<file path="src/rtl/mul_pkg.sv">
// Shared types and constants for the iterative RV32M multiply sequencer.
package mul_pkg;

  typedef enum logic [1:0] {
    OP_MUL    = 2'b00,
    OP_MULH   = 2'b01,
    OP_MULHSU = 2'b10,
    OP_MULHU  = 2'b11
  } mul_op_e;

  typedef enum logic [1:0] {
    IDLE = 2'b00,
    CALC = 2'b01,
    FIX  = 2'b10,
    DONE = 2'b11
  } mul_state_e;

  localparam int MUL_STEPS = 32;

  // Magnitude of a 32-bit operand; 0x80000000 stays 0x80000000 and is then read as unsigned.
  function automatic logic [31:0] mag32(input logic [31:0] v, input logic is_neg);
    return is_neg ? (~v + 32'd1) : v;
  endfunction

endpackage

</file>
<file path="src/rtl/mul_sequencer_adder.sv">
// Plain 32-bit adder with carry-in, shared by the shift-add steps and the final negation.
module mul_sequencer_adder #(
  parameter int XLEN = 32
) (
  input  logic [XLEN-1:0] x,
  input  logic [XLEN-1:0] y,
  input  logic            cin,
  output logic [XLEN-1:0] sum
);

  assign sum = x + y + XLEN'(cin);

endmodule

</file>
<file path="src/rtl/mul_sequencer.sv">
// Iterative RV32M multiplier: 32 shift-add steps through one shared adder, then sign fix-up.
//
// state | meaning
// IDLE  | waiting for a request, req_ready high
// CALC  | one shift-add step per cycle over {acc_hi, mplr}
// FIX   | optional two's complement of the 64-bit product, select word
// DONE  | result held on resp_data until consumed
module mul_sequencer
  import mul_pkg::*;
#(
  parameter int XLEN        = 32,
  parameter bit ZERO_BYPASS = 1'b1
) (
  input  logic            clk,
  input  logic            reset,
  input  logic            flush,
  input  logic            req_valid,
  output logic            req_ready,
  input  logic [1:0]      req_op,
  input  logic [XLEN-1:0] req_a,
  input  logic [XLEN-1:0] req_b,
  output logic            resp_valid,
  input  logic            resp_ready,
  output logic [XLEN-1:0] resp_data,
  output logic            busy
);

  localparam int CNT_W = $clog2(MUL_STEPS);

  mul_state_e      state_q, state_d;
  mul_op_e         op_in, op_q;
  logic            neg_q;
  logic [XLEN-1:0] mcand_q, mplr_q, acc_hi_q;
  logic [CNT_W-1:0] cnt_q;
  logic [XLEN-1:0] resp_data_q;

  logic            a_signed, b_signed, a_neg, b_neg, zero_hit, accept;
  logic [XLEN-1:0] a_mag, b_mag;
  logic [XLEN-1:0] add_x, add_y, add_sum;
  logic            add_cin, add_carry;
  logic [XLEN-1:0] fix_lo, fix_hi;

  // MUL low word is sign-independent, so only MULH/MULHSU treat operands as signed.
  always_comb begin
    op_in    = mul_op_e'(req_op);
    a_signed = (op_in == OP_MULH) || (op_in == OP_MULHSU);
    b_signed = (op_in == OP_MULH);
    a_neg    = a_signed && req_a[XLEN-1];
    b_neg    = b_signed && req_b[XLEN-1];
    a_mag    = mag32(req_a, a_neg);
    b_mag    = mag32(req_b, b_neg);
    zero_hit = (req_a == '0) || (req_b == '0);
    accept   = (state_q == IDLE) && req_valid && !flush;
  end

  // FIX negates the low word as ~lo + 1; otherwise the adder performs a shift-add step.
  always_comb begin
    if (state_q == FIX) begin
      add_x   = ~mplr_q;
      add_y   = '0;
      add_cin = 1'b1;
    end else begin
      add_x   = acc_hi_q;
      add_y   = mplr_q[0] ? mcand_q : '0;
      add_cin = 1'b0;
    end
  end

  mul_sequencer_adder #(.XLEN(XLEN)) u_adder (
    .x   (add_x),
    .y   (add_y),
    .cin (add_cin),
    .sum (add_sum)
  );

  assign add_carry = (add_x[XLEN-1] & add_y[XLEN-1]) |
                     ((add_x[XLEN-1] | add_y[XLEN-1]) & ~add_sum[XLEN-1]);

  assign fix_lo = neg_q ? add_sum : mplr_q;
  assign fix_hi = neg_q ? (~acc_hi_q + XLEN'(add_carry)) : acc_hi_q;

  always_comb begin
    state_d = state_q;
    case (state_q)
      IDLE: if (req_valid) state_d = (ZERO_BYPASS && zero_hit) ? DONE : CALC;
      CALC: if (cnt_q == CNT_W'(MUL_STEPS - 1)) state_d = FIX;
      FIX:  state_d = DONE;
      DONE: if (resp_ready) state_d = IDLE;
      default: state_d = IDLE;
    endcase
    if (flush) state_d = IDLE;
  end

  always_ff @(posedge clk) begin
    if (reset) state_q <= IDLE;
    else       state_q <= state_d;
  end

  always_ff @(posedge clk) begin
    if (reset) begin
      op_q        <= OP_MUL;
      neg_q       <= 1'b0;
      mcand_q     <= '0;
      mplr_q      <= '0;
      acc_hi_q    <= '0;
      cnt_q       <= '0;
      resp_data_q <= '0;
    end else if (accept) begin
      op_q     <= op_in;
      neg_q    <= a_neg ^ b_neg;
      mcand_q  <= a_mag;
      mplr_q   <= b_mag;
      acc_hi_q <= '0;
      cnt_q    <= '0;
      if (ZERO_BYPASS && zero_hit) resp_data_q <= '0;
    end else if (!flush && state_q == CALC) begin
      {acc_hi_q, mplr_q} <= {add_carry, add_sum, mplr_q[XLEN-1:1]};
      cnt_q              <= cnt_q + CNT_W'(1);
    end else if (!flush && state_q == FIX) begin
      resp_data_q <= (op_q == OP_MUL) ? fix_lo : fix_hi;
    end
  end

  assign req_ready  = (state_q == IDLE);
  assign resp_valid = (state_q == DONE);
  assign busy       = (state_q == CALC) || (state_q == FIX);
  assign resp_data  = resp_data_q;

endmodule
</file>
<file path="config.mk">
export PLATFORM = sky130hd
export DESIGN_NAME = mul_sequencer
export DESIGN_NICKNAME = d
export VERILOG_FILES = /design/src/rtl/mul_pkg.sv /design/src/rtl/mul_sequencer_adder.sv /design/src/rtl/mul_sequencer.sv
export SDC_FILE = /design/constraint.sdc
export NUM_CORES = 1
export LEC_CHECK = 0
export BUFFER_PORTS_ARGS = -buffer_cell sky130_fd_sc_hd__buf_2
export CAP_MARGIN = 5
export CORE_AREA = 2 2 173 175
export DETAILED_ROUTE_END_ITERATION = 12
export DIE_AREA = 0 0 175 177
export GPL_TIMING_DRIVEN = 0
export PLACE_DENSITY_LB_ADDON = 0.08
export SYNTH_ARGS = -nofsm -noshare
export SYNTH_HDL_FRONTEND = slang
export SYNTH_SLANG_ARGS = --single-unit
</file>
<file path="constraint.sdc">
create_clock -name clk -period 6.7 [get_ports clk]
set_input_delay 1.34 -clock clk [delete_from_list [all_inputs] [get_ports clk]]
set_output_delay 1.34 -clock clk [all_outputs]
set_load 0.1 [all_outputs]
</file>
==> impl_metrics.yaml <==
synthesis:
  synth.net_count: 1505
  yosysSeqAreaShare_pct: 27.3
  yosys_warnings: 0
  synth_cell_types: 74
  synth-edff-count: 0
  synth.avg_cell_area_um2: 7.27
  yosysTopAreaCell: "dfxtp_1"
  yosys.area.top_type_share_pct: 27.3
  synth.area.top_cells: "dfxtp_1 27%, nand2_1 8.1%, a21oi_1 7.1%"
  ys_async_sr_fraction_pct: 0
  ys_ff_latch: 138
  synth_top_flop_cell: "dfxtp_1"
  netlist_instances: 1389
  syn_area_um2: 10100
timing:
  finClkSkew_ns: 0.0150
  maxSlewViolCount: 0
  hold_violations: 0
  setup_viol: 0
  tightest_slew_ns: 0.901
  fmax_ghz: 0.155
  rsz0062_at_grt: "false"
  slew_headroom_pct: 39.9
  period_needed_ns: 6.44
  finalCritPeriodShare_pct: 96.2
setup_path:
  worstSetupEndpointType: "register"
  startpoint_type: "register"
  startpoint: "state_q[0]"
  worst_ep_arrival_time_ns: 6.76
  path_max_fanout: 10
  critPathSlowestCell: "or4_4"
  ff2ff_path_depth: 27
  critPathRequiredTime_ns: 7.02
  max_stage_delay_ns: 0.46
  critPathKind: "reg2reg"
  regToRegSetupSlack_ns: 0.26
  r2r_start: "state_q[0]"
  worstReg2RegEnd: "resp_data[24]"
min_path:
  min_to: "resp_data[24]"
  hold_path_class: "reg2reg"
  hp-start: "resp_data[24]"
  holdPathStages: 2
power_and_ir_drop:
  leakage_uw: 0.00445
  power_density_nw_per_um2: 183
  peakVddDrop_mv: 0.183
run:
  cap_violations: 0
place:
  io_buffers: 105
  place_congestion: 0.944
  dpl.hpwl_um: 31100
  placed_area_um2: 11100
finish:
  final_cell_mix: "219 x nand2_1, 157 x nor2_1, 142 x a21oi_1, 138 x dfxtp_1, 111 x buf_2"
  nets: 1629
  final_area_um2: 11900
  post-route-util_pct: 40.7
  drive_gt1_share_pct: 13.7
  final_common_cell: "nand2_1"
  syn_to_final_growth_pct: 17.7
clock_network:
  htreeDepth: 4
  cts_buffer_depth: 2
  cts_sinks: 138
  clock_latency_ns: 0.44
  numCtsBuffers: 17
  cts_tree: "yes"
  hold_buffers: 0
  cts-root-buf: "clkbuf_16"
  clkTransAtPathRegs_ns: 0.06
drt:
  vias_per_cell: 5.41
  route.detailed.wl_per_inst_um: 20.3
  wirelength_um: 38900
  vias: 10367
  drt_iter0_drc: 752
  post-route-drc-count: 0
  dr.pass1.iters: 5
  antenna_left: 0
grt:
  grt_pass1_wl_um: 58600
  grt_use_total_pct: 25.0
  grt_max_degree: 17
  grt-ovfl-total: 0
  antenna_found_initial: 1
  grt_pass1_vias: 9879
floorplan:
  core_area_um2: 29200
  die_h_um: 177
  dieArea_um2: 31000
  io_pins: 106
  initial_utilization_pct: 34.5
  die_x_um: 175
  rows: 63
run_status:
  outcome: "completed"
[worst max path at each step]
stage	endpoint	slack [ns]	cells past startpoint
floorplan	resp_data[24]	0.83	27
global placement	resp_data[26]	-1.11	27
detailed placement	resp_data[24]	-1.17	27
CTS	resp_data[24]	0.04	27
global route	resp_data[24]	0.03	27
finish	resp_data[24]	0.26	27
[cell usage after synthesis (11+ instances only)]
library cell	number
a211oi_1	33
a21o_1	11
a21oi_1	143
a311oi_1	36
and2_1	35
buf_1	11
clkbuf_1	74
dfxtp_1	138
ha_1	43
inv_1	39
mux2i_1	17
nand2_1	219
nand2b_1	12
nand3_1	21
nor2_1	157
nor3_1	24
o21ai_0	79
o31ai_1	21
or3_1	14
xnor2_1	70
xor2_1	41
[critical path, delay by kind of cell, from the launching register on]
family / cells / cell delay (ns)
fa+ha+maj: 4 / 1.02
simple gates: 9 / 2.45
buf+inv: 4 / 0.70
xor+xnor: 1 / 0.16
compound gates: 9 / 1.58
flops: 1 / 0.39
[cell families after synthesis]
logic type	count (synthesis)	synth area share, %
AND/OR/NAND/NOR	543	24.3
AO/OA/AOI/OAI	402	25.9
flip-flops	138	27.3
buffers and inverters	129	4.85
XOR/XNOR	111	9.62
adder cells (fa/ha/maj)	45	5.72
multiplexers	21	2.24
[final cells by class]
class                   instances  area, µm²
multi-input cells            1122       7040
fillers                      3127      17400
plain buffers                  89        363
well taps                     390        488
clock buffers                  18        429
flip-flops and latches        138       2760
repair buffers                106        533
inverters                      39        146
clock inverters                14        126
diodes                          1       2.50
[repair_timing]
item                                    4_1_cts  5_1_grt
endpoints found under the setup margin       18        6
resized for setup                            24       41
pin swaps                                     1        3
buffers inserted                              1        0
[layer usage]
layer	global-route usage [%]	part of all wire, %	vias to the layer above
li1	-	-	5178
met1	35.1	48	4828
met2	40.5	45	308
met3	2.66	5.3	51
met4	7.47	2.2	2
met5	0	0.028	-
[per-stage QoR]
stage | cells | TNS [ns] | total power (µW) | setup slack [ns] | hold WS [ns]
finish | 1917 | 0 | 2170 | 0.257 | 0.438
global route | 1916 | 0 | 2250 | 0.0279 | 0.455
CTS | 1917 | 0 | 2170 | 0.0447 | 0.441
detailed placement | 1884 | -11.10 | 1250 | -1.17 | 0.432
global placement | 1884 | -10.05 | 1250 | -1.11 | 0.432
floorplan | 1389 | 0 | 1110 | 0.825 | 0.427
[power by group]
part	total, µW	switching [µW]	internal (µW)
clock network	935	446	489
logic	350	229	121
registers	885	34.1	851
[flip-flops by register name, indices dropped and copies added, names as in the netlist]
register and cells:
acc_hi_q 32, cnt_q 5, mcand_q 32, mplr_q 32
neg_q 1, op_q 2, resp_data 32, state_q 2
No activity file was read; power rests on OpenSTA's default activity.
